`config.mk`:
```
export PLATFORM = sky130hd
export DESIGN_NAME = gcd_engine_flat
export DESIGN_NICKNAME = d
export VERILOG_FILES = /design/src/rtl/gcd_pkg.sv /design/src/rtl/gcd_if.sv /design/src/rtl/gcd_datapath.sv /design/src/rtl/gcd_engine.sv /design/src/flat_wrapper.sv
export SDC_FILE = /design/constraint.sdc
export NUM_CORES = 1
export LEC_CHECK = 0
export BUFFER_PORTS_ARGS = -buffer_cell sky130_fd_sc_hd__buf_4
export CORE_ASPECT_RATIO = 1.5
export CORE_MARGIN = 3
export CORE_UTILIZATION = 40
export CTS_CLUSTER_DIAMETER = 80
export DETAILED_ROUTE_END_ITERATION = 16
export PLACE_DENSITY = 0.67
export SLEW_MARGIN = 25
export SYNTH_ARGS = -nofsm -noshare
export SYNTH_HDL_FRONTEND = slang
export SYNTH_HIERARCHICAL = 1
export SYNTH_SLANG_ARGS = --single-unit
export TNS_END_PERCENT = 10
```
`constraint.sdc`:
```
create_clock -name clk -period 3.3 [get_ports clk]
set_input_delay 0.33 -clock clk [delete_from_list [all_inputs] [get_ports clk]]
set_output_delay 0.33 -clock clk [all_outputs]
set_load 0.005 [all_outputs]
```
`src/rtl/gcd_pkg.sv`:
```
// Shared state encoding and sizing helpers for the GCD engine and its datapath.
package gcd_pkg;

   localparam logic [1:0] ENC_IDLE = 2'd0;
   localparam logic [1:0] ENC_TEST = 2'd1;
   localparam logic [1:0] ENC_DONE = 2'd2;

   typedef enum logic [1:0] {
      IDLE = ENC_IDLE,
      TEST = ENC_TEST,
      DONE = ENC_DONE
   } state_t;

   // k counts common factors of two; it stays below WIDTH, so this width always holds it.
   function automatic int k_width(input int width);
      return $clog2(width) + 1;
   endfunction

endpackage

```
`src/rtl/gcd_if.sv`:
```
// Operand and result handshakes of the GCD engine, plus its status outputs.
interface gcd_if #(parameter int WIDTH = 16);

   logic             in_valid;
   logic             in_ready;
   logic [WIDTH-1:0] x_in;
   logic [WIDTH-1:0] y_in;
   logic             out_valid;
   logic             out_ready;
   logic [WIDTH-1:0] gcd_out;
   logic [WIDTH-1:0] iter_count;
   logic             zero_flag;
   logic             busy;

   modport master (
      output in_valid, x_in, y_in, out_ready,
      input  in_ready, out_valid, gcd_out, iter_count, zero_flag, busy
   );

   modport slave (
      input  in_valid, x_in, y_in, out_ready,
      output in_ready, out_valid, gcd_out, iter_count, zero_flag, busy
   );

endinterface

```
`src/rtl/gcd_datapath.sv`:
```
// Operand registers, comparators and subtract/shift update for one GCD reduction step.
module gcd_datapath
   import gcd_pkg::*;
#(
   parameter int WIDTH  = 16,
   parameter bit BINARY = 1'b0
) (
   input  logic             clk,
   input  logic             clr,
   input  logic             load,
   input  logic             step,
   input  logic [WIDTH-1:0] x_in,
   input  logic [WIDTH-1:0] y_in,
   output logic             finish,
   output logic             both_zero,
   output logic [WIDTH-1:0] result
);

   localparam int KW = k_width(WIDTH);

   logic [WIDTH-1:0] x;
   logic [WIDTH-1:0] y;
   logic [KW-1:0]    k;
   logic             eq;
   logic             lt;
   logic             x_zero;
   logic             y_zero;
   logic             x_even;
   logic             y_even;

   assign eq        = (x == y);
   assign lt        = (x < y);
   assign x_zero    = (x == '0);
   assign y_zero    = (y == '0);
   assign x_even    = ~x[0];
   assign y_even    = ~y[0];
   assign finish    = x_zero | y_zero | eq;
   assign both_zero = x_zero & y_zero;
   // With one operand zero the other is the odd part; with equal operands x|y == x.
   assign result    = (x | y) << k;

   // NOTE: non-blocking assignments so every register samples pre-edge values.
   always_ff @(posedge clk or posedge clr) begin
      if (clr) begin
         x <= '0;
         y <= '0;
         k <= '0;
      end else if (load) begin
         x <= x_in;
         y <= y_in;
         k <= '0;
      end else if (step) begin
         if (BINARY && x_even && y_even) begin
            x <= x >> 1;
            y <= y >> 1;
            k <= k + KW'(1);
         end else if (BINARY && x_even) begin
            x <= x >> 1;
         end else if (BINARY && y_even) begin
            y <= y >> 1;
         end else if (lt) begin
            y <= y - x;
         end else begin
            x <= x - y;
         end
      end
   end

endmodule

```
`src/rtl/gcd_engine.sv`:
```
// GCD engine top: control FSM, iteration counter, result registers and handshakes.
module gcd_engine
   import gcd_pkg::*;
#(
   parameter int WIDTH  = 16,
   parameter bit BINARY = 1'b0
) (
   input logic  clk,
   input logic  clr,
   gcd_if.slave bus
);

   state_t           state;
   state_t           state_next;
   logic             load;
   logic             step;
   logic             capture;
   logic             finish;
   logic             both_zero;
   logic [WIDTH-1:0] result;
   logic [WIDTH-1:0] gcd_q;
   logic [WIDTH-1:0] iter_q;
   logic             zero_q;

   gcd_datapath #(
      .WIDTH  (WIDTH),
      .BINARY (BINARY)
   ) u_datapath (
      .clk       (clk),
      .clr       (clr),
      .load      (load),
      .step      (step),
      .x_in      (bus.x_in),
      .y_in      (bus.y_in),
      .finish    (finish),
      .both_zero (both_zero),
      .result    (result)
   );

   always_ff @(posedge clk or posedge clr) begin
      if (clr) state <= IDLE;
      else     state <= state_next;
   end

   // NOTE: every output of this block gets a default first, so no path infers a latch.
   always_comb begin
      state_next = state;
      load       = 1'b0;
      step       = 1'b0;
      capture    = 1'b0;
      case (state)
         IDLE: begin
            if (bus.in_valid) begin
               load       = 1'b1;
               state_next = TEST;
            end
         end
         TEST: begin
            if (finish) begin
               capture    = 1'b1;
               state_next = DONE;
            end else begin
               step = 1'b1;
            end
         end
         DONE: begin
            if (bus.out_ready) state_next = IDLE;
         end
         default: state_next = IDLE;
      endcase
   end

   always_ff @(posedge clk or posedge clr) begin
      if (clr) begin
         gcd_q  <= '0;
         iter_q <= '0;
         zero_q <= 1'b0;
      end else if (load) begin
         iter_q <= '0;
      end else if (step) begin
         if (iter_q != '1) iter_q <= iter_q + WIDTH'(1);
      end else if (capture) begin
         gcd_q  <= result;
         zero_q <= both_zero;
      end
   end

   assign bus.in_ready   = (state == IDLE);
   assign bus.out_valid  = (state == DONE);
   assign bus.busy       = (state == TEST);
   assign bus.gcd_out    = gcd_q;
   assign bus.iter_count = iter_q;
   assign bus.zero_flag  = zero_q;

endmodule

```
`src/flat_wrapper.sv`:
```
// flat-port wrapper written by rule: the top's interface ports become plain ports
module gcd_engine_flat import gcd_pkg::*;
#(
   parameter int WIDTH  = 16,
   parameter bit BINARY = 1'b0
)
  (clk, clr, bus_in_valid, bus_x_in, bus_y_in, bus_out_ready, bus_in_ready, bus_out_valid, bus_gcd_out, bus_iter_count, bus_zero_flag, bus_busy);
  gcd_if #(.WIDTH(WIDTH)) bus_i ();
  input logic clk;
  input logic clr;
  input wire logic [$bits(bus_i.in_valid)-1:0] bus_in_valid;
  input wire logic [$bits(bus_i.x_in)-1:0] bus_x_in;
  input wire logic [$bits(bus_i.y_in)-1:0] bus_y_in;
  input wire logic [$bits(bus_i.out_ready)-1:0] bus_out_ready;
  output wire logic [$bits(bus_i.in_ready)-1:0] bus_in_ready;
  output wire logic [$bits(bus_i.out_valid)-1:0] bus_out_valid;
  output wire logic [$bits(bus_i.gcd_out)-1:0] bus_gcd_out;
  output wire logic [$bits(bus_i.iter_count)-1:0] bus_iter_count;
  output wire logic [$bits(bus_i.zero_flag)-1:0] bus_zero_flag;
  output wire logic [$bits(bus_i.busy)-1:0] bus_busy;
  assign bus_i.in_valid = bus_in_valid;
  assign bus_i.x_in = bus_x_in;
  assign bus_i.y_in = bus_y_in;
  assign bus_i.out_ready = bus_out_ready;
  assign bus_in_ready = bus_i.in_ready;
  assign bus_out_valid = bus_i.out_valid;
  assign bus_gcd_out = bus_i.gcd_out;
  assign bus_iter_count = bus_i.iter_count;
  assign bus_zero_flag = bus_i.zero_flag;
  assign bus_busy = bus_i.busy;
  gcd_engine #(.WIDTH(WIDTH), .BINARY(BINARY)) u_core (.clk(clk), .clr(clr), .bus(bus_i));
endmodule
```
==> Implementation_results.wiki, run 1 <==
{| class="wikitable"
! Metric !! Value
|-
| Outcome || finished, final reports clean
|-
| Min cycle time layout || approximately 3200 ps
|-
| Library cell occupying the most area in the post-synthesis netlist || sky130_fd_sc_hd__dfrtp_1
|-
| Total iterations of the first detailed-routing run || 5
|-
| Cells traversed along the worst timing path || inv_1, ha_4, or4_4, nor2_2, nand4_1, nand3_2, or3b_4, inv_2, nor2b_1, a32o_1, buf_4, o21ai_2, o21ai_1
|-
| Area delta synth->final || 26.8%
|-
| Syn. warnings || 6
|-
| Input/output buffers || 71
|-
| Critical Path RT || about 3500 ps
|-
| Synthesized flop and latch total || 67
|-
| R2r startpoint || u_core/u_datapath/y[3]
|-
| Antenna violations before repair || 0
|-
| Antenna cells || 0
|-
| Total met2 wirelength after detailed routing || ~10 mm
|-
| Cells after synthesis || 605
|-
| Clock tree sinks || between 60 and 70
|-
| Area of combinational cells with multiple inputs || around 0.0033 sq mm
|-
| Upper clock frequency limit || between 300 and 400 MHz
|-
| Utilization after layout || between 50% and 60%
|-
| Remaining Overflow, GRT || 0
|-
| Area enclosed by the die boundary || around 0.015 sq mm
|-
| Setup slack, reg-to-reg || 110 ps
|-
| Clock transition at the register clock pins on the worst setup and hold paths after CTS || 60 ps
|-
| I/O pin count || between 70 and 80
|-
| Sequential-to-total area share from yosys stat || about 31%
|-
| Final Hold Fails || 0
|-
| Sort of element at the end of the critical path || register
|-
| Total via count after detailed routing || between 5k and 6k
|-
| Antenna violation net count after detailed routing || 0
|-
| Hold bufs inserted after CTS || 0
|-
| Detail-routed via count per cell || a little over 6
|-
| Total core area || ~0.013 sq mm
|-
| CTS H-tree lvls || 3
|-
| Per-cell routed wire length || between 20 and 25 microns
|-
| Pin count of the biggest net entering global routing || 38
|-
| Number of clock buffers inserted by TritonCTS || 9
|-
| Post-Route Skew || between 9 and 10 ps
|-
| Initial core utilization || 41.0%
|-
| Nets in the synthesized netlist || about 690
|-
| Root Driver || sky130_fd_sc_hd__clkbuf_16
|-
| Worst Setup Start Kind || register
|-
| Max Transition Viols Final || 0
|-
| # rows || approximately 50
|-
| Critical-path cell with the highest stage delay || sky130_fd_sc_hd__or4_4
|-
| Fill cell count || roughly 1.2k
|-
| Share of the synthesized area in the top cell type || ~31%
|-
| Max cap viols || 0
|-
| Final routed wirelength across all metal layers || 19.9 mm
|-
| Routed length on met1 || between 6 and 7 mm
|-
| Clock insertion delay at the later pin of the skew report || 340 ps
|-
| DRC || 0
|-
| Number of cells on the worst reg-to-reg path || 13
|-
| Worst R2R End || u_core/u_datapath/y[12]
|-
| Unique cell type count in the Yosys netlist || 71
|-
| Drt initial violations || approximately 380
|-
| Placement-stage worst setup slack || -12.0 ps
|-
| Delay of the slowest cell on the worst path || 530 ps
|-
| Wire length of the first global-routing pass || between 30 and 40 mm
|-
| Largest cells by area after synthesis || sky130_fd_sc_hd__dfrtp_1, sky130_fd_sc_hd__ha_1, sky130_fd_sc_hd__inv_1
|-
| Highest routing layer actually used || met4
|-
| Number of enable flip-flop cells after synthesis || 0
|-
| Fraction of final layout cells with drive strength greater than 1 || between 20% and 30%
|-
| Slew Limit Headroom || 52.9%
|-
| Final Net Count || slightly above 800
|-
| Per-instance average area after synthesis || approximately 8.9 sq um
|-
| Final number of setup-violating endpoints || 0
|-
| Post-synthesis cell area || approximately 0.0054 sq mm
|-
| Number of global-route vias before repair || roughly 5.5k
|-
| RePlAce Congestion || about 1
|-
| Routed wire length on met3 || 1.21 mm
|-
| Critical setup path kind || reg -> reg
|-
| Clock tree from TritonCTS || built
|-
| Sum of net half-perimeters after detailed placement || between 15 and 20 mm
|-
| Overall track demand over capacity in global routing || between 20% and 30%
|-
| DIE WIDTH || 101 microns
|-
| Worst hold slack || between 90 and 100 ps
|-
| Class of the worst hold path || in -> async
|-
| Arrival time at the worst endpoint || between 3000 and 4000 ps
|-
| Worst setup startpoint || u_core/u_datapath/y[3]
|-
| Setup TNS || 0 ps
|-
| Final clock period utilization by the worst path || between 90% and 100%
|-
| Sequential standard cell area || between 0.0015 and 0.002 sq mm
|-
| Clock buffer depth || 2
|-
| Critical Path Fanout Max || 9
|-
| Die outline height || 148 microns
|-
| Proportion of synthesized flip-flops having asynchronous set or reset || 100%
|-
| Final Worst Setup Slack || around 110 ps
|-
| Slew @ Worst Pin || 706 ps
|-
| Top_reg_cell synth || sky130_fd_sc_hd__dfrtp_1
|}
synthesized netlist by cell type (3+ instances only):
cell                       count
sky130_fd_sc_hd__inv_1        71
sky130_fd_sc_hd__dfrtp_1      67
sky130_fd_sc_hd__nand2_1      61
sky130_fd_sc_hd__ha_1         48
sky130_fd_sc_hd__nor2_1       33
sky130_fd_sc_hd__a21oi_1      27
sky130_fd_sc_hd__xnor2_1      22
sky130_fd_sc_hd__nor3_1       18
sky130_fd_sc_hd__mux2_2       17
sky130_fd_sc_hd__nor4_1       14
sky130_fd_sc_hd__nand3_1      13
sky130_fd_sc_hd__nand4_1      13
sky130_fd_sc_hd__o31ai_1      13
sky130_fd_sc_hd__nor2b_1      11
sky130_fd_sc_hd__o21ai_1      11
sky130_fd_sc_hd__o221ai_1     11
sky130_fd_sc_hd__o311ai_1     11
sky130_fd_sc_hd__clkbuf_1      9
sky130_fd_sc_hd__a31oi_1       8
sky130_fd_sc_hd__nand2b_1      8
sky130_fd_sc_hd__o21ai_0       8
sky130_fd_sc_hd__a211oi_1      7
sky130_fd_sc_hd__o211ai_1      7
sky130_fd_sc_hd__buf_6         6
sky130_fd_sc_hd__o311ai_0      6
sky130_fd_sc_hd__xor2_1        6
sky130_fd_sc_hd__a221oi_1      5
sky130_fd_sc_hd__buf_2         5
sky130_fd_sc_hd__a21o_1        4
sky130_fd_sc_hd__o41a_1        4
sky130_fd_sc_hd__or3_1         4
sky130_fd_sc_hd__o21a_1        3
sky130_fd_sc_hd__o21bai_1      3
sky130_fd_sc_hd__or2_2         3
sequential cells by signal, summed over array words and instances, names as in the netlist:
name and cells:
u_core/bus.gcd_out 16, u_core/bus.iter_count 16, u_core/u_datapath/x 16, u_core/u_datapath/y 16, u_core/state 2, u_core/bus.zero_flag 1
worst max path at each step:
stage               slack (ps)                 endpoint
finish                     110  u_core/u_datapath/y[12]
global route               -10   u_core/u_datapath/x[6]
CTS                        0.9   u_core/u_datapath/y[3]
detailed placement         -10   u_core/u_datapath/x[9]
global placement           -10   u_core/u_datapath/x[9]
floorplan                   40   u_core/u_datapath/y[2]
cell families after synthesis:
group	share of synthesized area (%)
flip-flops	31.3
multiplexers	3.57
adder cells (fa/ha/maj)	11.9
buffers and inverters	7.88
AND/OR/NAND/NOR	18.7
AO/OA/AOI/OAI	22.1
XOR/XNOR	4.57
timing repair:
| action | CTS | global route |
|---|---|---|
| pin swaps | 2 | 5 |
| gates cloned | 0 | 0 |
| endpoints found under the setup margin | 3 | 27 |
| buffers inserted | 0 | 11 |
| resized for setup | 1 | 9 |
cell usage in the layout, fill, tap and decap left out, types with 5 or more instances in the layout:
cell type	instances
sky130_fd_sc_hd__xnor2_1	22
sky130_fd_sc_hd__ha_1	47
sky130_fd_sc_hd__nor2_1	32
sky130_fd_sc_hd__nand2b_1	8
sky130_fd_sc_hd__buf_4	135
sky130_fd_sc_hd__nand3_1	12
sky130_fd_sc_hd__a211oi_1	7
sky130_fd_sc_hd__a221oi_1	5
sky130_fd_sc_hd__o311ai_1	11
sky130_fd_sc_hd__nand4_1	13
sky130_fd_sc_hd__a31oi_1	8
sky130_fd_sc_hd__o211ai_1	7
sky130_fd_sc_hd__o221ai_1	11
sky130_fd_sc_hd__nor4_1	14
sky130_fd_sc_hd__o311ai_0	6
sky130_fd_sc_hd__o21ai_0	8
sky130_fd_sc_hd__a21oi_1	27
sky130_fd_sc_hd__dfrtp_1	67
sky130_fd_sc_hd__xor2_1	6
sky130_fd_sc_hd__clkbuf_16	9
sky130_fd_sc_hd__nor2b_1	11
sky130_fd_sc_hd__inv_1	70
sky130_fd_sc_hd__mux2_2	17
sky130_fd_sc_hd__o31ai_1	13
sky130_fd_sc_hd__o21ai_1	9
sky130_fd_sc_hd__nor3_1	18
sky130_fd_sc_hd__nand2_1	60
critical path: cells and delay by family (launching register included):
kind,cells,cell delay (ps)
DFF,1,390
buffers and inverters,3,420
and+or+nand+nor,6,1180
AOI/OAI and AO/OA,3,800
adders and majority gates,1,240
layout make-up:
class,instances,area share (%)
clock inverter,7,1.47
sequential,67,24.6
clock buffer,9,3.31
inverter,73,4.03
timing repair buffer,135,14.9
multi-input combinational,441,48.7
tap,159,2.92
metal layers:
layer,GRT usage (%),up-vias
li1,-,2435
met2,46.2,274
met1,27.1,2641
met3,5.62,101
met4,20.6,0
met5,0,-
through the flow:
step / area [sq um] / std cells
final: 6800 / 891
after global routing: 6800 / 891
after CTS: 6680 / 880
after detailed placement: 6350 / 864
after global placement: 6350 / 864
after floorplan: 5370 / 605
Power of run 1 is left out: the tool's default activity adds up to more than one toggle a clock period on the data nets, which glitch-free logic cannot reach.
==> run 2: changes to the inputs <==
==> constraint.sdc (replaced) <==
create_clock -name clk -period 3.3 [get_ports clk]
set_input_delay 0.99 -clock clk [delete_from_list [all_inputs] [get_ports clk]]
set_output_delay 0.99 -clock clk [all_outputs]
set_load 0.005 [all_outputs]
==> Implementation_results.wiki, run 2 (synthesis results as in run 1) <==
{| class="wikitable"
! Metric !! Value
|-
| Outcome || finished, final reports clean (unchanged)
|-
| Placement-stage worst setup slack || -73.6 ps (was -12.0 ps)
|-
| Root Driver || sky130_fd_sc_hd__clkbuf_16 (unchanged)
|-
| WP depth || 14 (was 13)
|-
| Cells traversed along the worst timing path || inv_1, ha_1, or4_1, nor2_2, nand4_1, nand3_2, or3b_1, inv_2, nor2b_2, nor3b_2, and3_4, buf_4, o41a_1, o31ai_1 (was inv_1, ha_4, or4_4, nor2_2, nand4_1, nand3_2, or3b_4, inv_2, nor2b_1, a32o_1, buf_4, o21ai_2, o21ai_1)
|-
| I/O pin count || 72 (unchanged)
|-
| Post-Route Skew || 8.56 ps (was 9.82 ps)
|-
| Overall track demand over capacity in global routing || 25.9% (was 26.6%)
|-
| Commonest non-fill, non-tap cells in the layout || sky130_fd_sc_hd__buf_4, sky130_fd_sc_hd__inv_1, sky130_fd_sc_hd__dfrtp_1 (unchanged)
|-
| Area delta synth->final || 24.7% (was 26.8%)
|-
| R2r startpoint || u_core/u_datapath/x[3] (was u_core/u_datapath/y[3])
|-
| Class of the worst hold path || reg -> reg (was in -> async)
|-
| Placed Cells incl. Taps || 859 (was 864)
|-
| Final Net Count || 798 (was 813)
|-
| Commonest non-fill, non-tap cell in the layout || sky130_fd_sc_hd__buf_4 (unchanged)
|-
| Final Worst Setup Slack || 114 ps (was 115 ps)
|-
| Area of combinational cells with multiple inputs || 0.00333 sq mm (was 0.00331 sq mm)
|-
| Final clock period utilization by the worst path || 96.5% (about the same)
|-
| Final Hold Fails || 0 (unchanged)
|-
| Fraction of final layout cells with drive strength greater than 1 || 26.9% (was 28.0%)
|-
| Initial core utilization || 41.0% (unchanged)
|-
| Utilization after layout || 51.1% (was 52.0%)
|-
| Fill cell count || 1231 (was 1222)
|-
| Worst R2R End || u_core/u_datapath/y[14] (was u_core/u_datapath/y[12])
|-
| Number of cells on the worst reg-to-reg path || 14 (was 13)
|-
| Area enclosed by the die boundary || 0.0149 sq mm (unchanged)
|-
| Number of global-route vias before repair || 5429 (was 5497)
|-
| Per-cell routed wire length || 21.8 microns (was 22.4 microns)
|-
| Total via count after detailed routing || 5339 (was 5451)
|-
| Clock transition at the register clock pins on the worst setup and hold paths after CTS || 60 ps (about the same)
|-
| Critical Path RT || 3540 ps (was 3490 ps)
|-
| Sort of element at the end of the critical path || register (unchanged)
|-
| DIE WIDTH || 101 microns (unchanged)
|-
| Critical Path End || u_core/u_datapath/y[14] (was u_core/u_datapath/y[12])
|-
| Total iterations of the first detailed-routing run || 5 (unchanged)
|-
| Die outline height || 148 microns (unchanged)
|-
| Antenna violation net count after detailed routing || 0 (unchanged)
|-
| Setup slack, reg-to-reg || 110 ps (about the same)
|-
| Sum of net half-perimeters after detailed placement || 15.1 mm (was 15.7 mm)
|-
| Final routed wirelength across all metal layers || 19.1 mm (was 19.9 mm)
|-
| Slew @ Worst Pin || 804 ps (was 706 ps)
|-
| Upper clock frequency limit || 314 MHz (about the same)
|-
| Max cap viols || 0 (unchanged)
|-
| Detail-routed via count per cell || 6.09 (was 6.12)
|-
| Hold bufs inserted after CTS || 0 (unchanged)
|-
| Worst Path Buf+Inv || 3 (unchanged)
|-
| # rows || 51 (unchanged)
|-
| Total core area || 0.0131 sq mm (unchanged)
|-
| Sequential standard cell area || 0.00168 sq mm (about the same)
|-
| RePlAce Congestion || 1.05 (was 1.02)
|-
| Remaining Overflow, GRT || 0 (unchanged)
|-
| Delay of the slowest cell on the worst path || 540 ps (was 530 ps)
|-
| Clock tree from TritonCTS || built (unchanged)
|-
| Top delay family on crit path || simple AND/OR/NAND/NOR gates (unchanged)
|-
| CTS H-tree lvls || 3 (unchanged)
|-
| Non-filler cells in the finished layout || 876 (was 891)
|-
| Slew Limit Headroom || 46.3% (was 52.9%)
|-
| Setup repair after global routing missed its margin || yes
|-
| Min cycle time layout || 3190 ps (about the same)
|-
| Final number of setup-violating endpoints || 0 (unchanged)
|-
| Arrival time at the worst endpoint || 3420 ps (was 3370 ps)
|-
| Pin count of the biggest net entering global routing || 70 (was 38)
|-
| Drt initial violations || 265 (was 381)
|-
| Max Transition Viols Final || 0 (unchanged)
|-
| Number of clock buffers inserted by TritonCTS || 9 (unchanged)
|-
| Critical-path cell with the highest stage delay || sky130_fd_sc_hd__or4_1 (was sky130_fd_sc_hd__or4_4)
|-
| Input/output buffers || 71 (unchanged)
|-
| Clock tree sinks || 67 (unchanged)
|-
| Clock insertion delay at the later pin of the skew report || 340 ps (about the same)
|-
| Antenna violations before repair || 0 (unchanged)
|-
| Antenna cells || 0 (unchanged)
|-
| Wire length of the first global-routing pass || 29.3 mm (was 30.1 mm)
|-
| Critical setup path kind || reg -> reg (unchanged)
|-
| Clock buffer depth || 2 (unchanged)
|-
| Critical Path Fanout Max || 10 (was 9)
|-
| DRC || 0 (unchanged)
|-
| Worst Setup Start Kind || register (unchanged)
|-
| Worst setup startpoint || u_core/u_datapath/x[3] (was u_core/u_datapath/y[3])
|}
run 2: area by class of cell:
| class | count | share of cell area, % |
|---|---|---|
| multi-input cells | 441 | 49.8 |
| flip-flops and latches | 67 | 25.1 |
| repair buffers | 120 | 13.7 |
| inverters | 73 | 4.10 |
| clock buffers | 9 | 3.37 |
| well taps | 159 | 2.97 |
| clock inverters | 7 | 1.03 |
run 2: worst register-to-register path, cell delays in order, from the launching register on:
cell	delay, ps
sky130_fd_sc_hd__dfrtp_1	410
sky130_fd_sc_hd__inv_1	100
sky130_fd_sc_hd__ha_1	300
sky130_fd_sc_hd__or4_1	550
sky130_fd_sc_hd__nor2_2	110
sky130_fd_sc_hd__nand4_1	120
sky130_fd_sc_hd__nand3_2	110
sky130_fd_sc_hd__or3b_1	150
sky130_fd_sc_hd__inv_2	50
sky130_fd_sc_hd__nor2b_2	170
sky130_fd_sc_hd__nor3b_2	160
sky130_fd_sc_hd__and3_4	240
sky130_fd_sc_hd__buf_4	170
sky130_fd_sc_hd__o41a_1	370
sky130_fd_sc_hd__o31ai_1	80
run 2: metrics by stage:
stage               instance area [sq um]  TNS (ps)  hold slack (ps)
CTS                                  6630         0              508
global route                         6690     -40.6              515
global placement                     6320     -18.3              489
floorplan                            5370         0              504
finish                               6690         0              505
detailed placement                   6320     -81.7              495
run 2: routing by layer:
| metal | vias to the layer above | global-route usage (%) | part of all wire (%) | wire (microns) |
|---|---|---|---|---|
| met1 | 2568 | 26.9 | 34 | 6550 |
| met4 | 0 | 17.8 | 7.7 | 1470 |
| li1 | 2402 | - | - | - |
| met2 | 266 | 46.5 | 52 | 10000 |
| met3 | 103 | 4.20 | 5.6 | 1060 |
| met5 | - | 0 | 0 | 0 |
run 2: worst min-delay path by stage:
| stage | from | slack [ps] | cells after the start | end |
|---|---|---|---|---|
| final | u_core/bus.gcd_out[11] | 510 | 1 | u_core/bus.gcd_out[11] |
| after global routing | u_core/bus.gcd_out[11] | 520 | 1 | u_core/bus.gcd_out[11] |
| after CTS | u_core/bus.gcd_out[11] | 510 | 1 | u_core/bus.gcd_out[11] |
| after detailed placement | u_core/bus.gcd_out[11] | 500 | 1 | u_core/bus.gcd_out[11] |
| after global placement | u_core/bus.gcd_out[11] | 490 | 1 | u_core/bus.gcd_out[11] |
| after floorplan | u_core/bus.gcd_out[1] | 500 | 1 | u_core/bus.gcd_out[1] |
run 2: what timing repair did:
action | in CTS | in global routing
setup endpoints to repair | 2 | 21
resized for setup | 2 | 12
pin swaps | 0 | 1
setup buffers | 0 | 1
Power of run 2 is left out for the same reason.
==> run 3: changes to the inputs <==
- PLACE_DENSITY: 0.67 -> 0.65
- clock period: 3.3 -> 3.6 ns (I/O delays scaled with it)
==> Implementation_results.wiki, run 3 (synthesis results as in run 1) <==
{| class="wikitable"
! Metric !! Value
|-
| Die outline height || 148 microns (unchanged)
|-
| Arrival time at the worst endpoint || 3600 ps (was 3420 ps)
|-
| Sort of element at the end of the critical path || register (unchanged)
|-
| I/O pin count || 72 (unchanged)
|-
| Fraction of final layout cells with drive strength greater than 1 || 23.1% (was 26.9%)
|-
| Final clock period utilization by the worst path || 94.2% (was 96.5%)
|-
| Clock tree sinks || 67 (unchanged)
|-
| Max Transition Viols Final || 0 (unchanged)
|-
| Sequential standard cell area || 0.00168 sq mm (about the same)
|-
| Per-cell routed wire length || 21.2 microns (was 21.8 microns)
|-
| Final Net Count || 778 (was 798)
|-
| Outcome || finished, final reports clean (unchanged)
|-
| Area enclosed by the die boundary || 0.0149 sq mm (unchanged)
|-
| Remaining Overflow, GRT || 0 (unchanged)
|-
| Slew @ Worst Pin || 1030 ps (was 804 ps)
|-
| Input/output buffers || 71 (unchanged)
|-
| Class of the worst hold path || reg -> reg (unchanged)
|-
| Setup repair after global routing missed its margin || no (was yes)
|-
| Critical-path cell with the highest stage delay || sky130_fd_sc_hd__or4_1 (unchanged)
|-
| Clock transition at the register clock pins on the worst setup and hold paths after CTS || 50 ps (was 60 ps)
|-
| Number of cells upsized or downsized after cts || 0 (was 2)
|-
| Overall track demand over capacity in global routing || 24.8% (was 25.9%)
|-
| Antenna violation net count after detailed routing || 0 (unchanged)
|-
| Post-Route Skew || 7.10 ps (was 8.56 ps)
|-
| Total iterations of the first detailed-routing run || 5 (unchanged)
|-
| RePlAce Congestion || 1.02 (was 1.05)
|-
| Critical Path Fanout Max || 9 (was 10)
|-
| Upper clock frequency limit || 295 MHz (was 314 MHz)
|-
| Drt initial violations || 333 (was 265)
|-
| Area of combinational cells with multiple inputs || 0.00328 sq mm (was 0.00333 sq mm)
|-
| Clock buffer depth || 2 (unchanged)
|-
| Hold bufs inserted after CTS || 0 (unchanged)
|-
| Slew Limit Headroom || 31.0% (was 46.3%)
|-
| Initial core utilization || 41.0% (unchanged)
|-
| Number of global-route vias before repair || 5234 (was 5429)
|-
| Critical Path RT || 3810 ps (was 3540 ps)
|-
| Worst Path Buf+Inv || 3 (unchanged)
|-
| Sum of net half-perimeters after detailed placement || 14.2 mm (was 15.1 mm)
|-
| Final Hold Fails || 0 (unchanged)
|-
| Total core area || 0.0131 sq mm (unchanged)
|-
| Post-CTS Setup Bufs || 0 (unchanged)
|-
| Pin count of the biggest net entering global routing || 70 (unchanged)
|-
| Setup TNS || 0 ps (unchanged)
|-
| Antenna cells || 0 (unchanged)
|-
| Critical setup path kind || reg -> reg (unchanged)
|-
| Fill cell count || 1240 (was 1231)
|-
| Final routed wirelength across all metal layers || 18.1 mm (was 19.1 mm)
|-
| Number of clock buffers inserted by TritonCTS || 9 (unchanged)
|-
| DIE WIDTH || 101 microns (unchanged)
|-
| Clock tree from TritonCTS || built (unchanged)
|-
| Area delta synth->final || 20.9% (was 24.7%)
|-
| Min cycle time layout || 3390 ps (was 3190 ps)
|-
| Root Driver || sky130_fd_sc_hd__clkbuf_16 (unchanged)
|-
| Cells traversed along the worst timing path || inv_1, ha_1, or4_1, nor2_1, nand4_1, nand3_1, or3b_1, inv_2, nor2b_1, a32o_1, buf_4, nor3_1, o31ai_1 (was inv_1, ha_1, or4_1, nor2_2, nand4_1, nand3_2, or3b_1, inv_2, nor2b_2, nor3b_2, and3_4, buf_4, o41a_1, o31ai_1)
|-
| # rows || 51 (unchanged)
|-
| Clock insertion delay at the later pin of the skew report || 340 ps (about the same)
|-
| Commonest non-fill, non-tap cells in the layout || sky130_fd_sc_hd__buf_4, sky130_fd_sc_hd__inv_1, sky130_fd_sc_hd__dfrtp_1 (unchanged)
|-
| DRC || 0 (unchanged)
|-
| Worst Setup Start Kind || register (unchanged)
|-
| Wire length of the first global-routing pass || 28.3 mm (was 29.3 mm)
|-
| Detail-routed via count per cell || 6.01 (was 6.09)
|-
| Commonest non-fill, non-tap cell in the layout || sky130_fd_sc_hd__buf_4 (unchanged)
|-
| Final number of setup-violating endpoints || 0 (unchanged)
|-
| CTS H-tree lvls || 3 (unchanged)
|-
| Total via count after detailed routing || 5141 (was 5339)
|-
| Max cap viols || 0 (unchanged)
|-
| Antenna violations before repair || 0 (unchanged)
|-
| Top delay family on crit path || simple AND/OR/NAND/NOR gates (unchanged)
|-
| Delay of the slowest cell on the worst path || 550 ps (was 540 ps)
|}
## run 3: path summary, 6_finish.rpt
| path | startpoint | to | slack (ps) | cells after the start |
|---|---|---|---|---|
| hold / removal | u_core/bus.gcd_out[12] | u_core/bus.gcd_out[12] | 500 | 1 |
| max in group asynchronous | clr | u_core/bus.gcd_out[13] | 2020 | 3 |
| setup reg to reg | u_core/u_datapath/y[3] | u_core/u_datapath/y[5] | 210 | 13 |
| min in group asynchronous | clr | u_core/bus.gcd_out[8] | 840 | 2 |
| setup / recovery | u_core/u_datapath/y[3] | u_core/u_datapath/y[5] | 210 | 13 |
| hold reg to reg | u_core/bus.gcd_out[12] | u_core/bus.gcd_out[12] | 500 | 1 |
## run 3: per-layer routing
metal	vias up	part of all wire, %	track usage (%)
met2	239	50	42.8
li1	2350	-	-
met5	-	0	0
met1	2475	37	27.1
met4	0	7.3	16.9
met3	77	5.5	4.20
## run 3: area by class of cell
type	instances	share of cell area (%)
clock inverters	2	0.540
repair buffers	100	11.8
flip-flops and latches	67	25.8
well taps	159	3.07
clock buffers	13	4.01
multi-input cells	441	50.6
inverters	73	4.22
## run 3: worst register-to-register path, delay by kind of cell (launching register included)
family	cells	cell delay [ps]
simple gates	7	1590
fa+ha+maj	1	420
buf+inv	3	400
compound gates	2	460
flops	1	390
## run 3: through the flow
stage | hold WS (ps) | instances | setup WS (ps) | util (%) | instance area, sq um
5_1_grt | 527 | 855 | 7.70 | 49.6 | 6490
6_report | 505 | 855 | 208 | 49.6 | 6490
2_1_floorplan | 504 | 605 | 341 | - | 5370
4_1_cts | 509 | 855 | 34.6 | 49.5 | 6470
3_5_place_dp | 496 | 840 | 101 | 47.2 | 6180
3_3_place_gp | 491 | 840 | 241 | 47.2 | 6180
Power of run 3 is left out for the same reason.
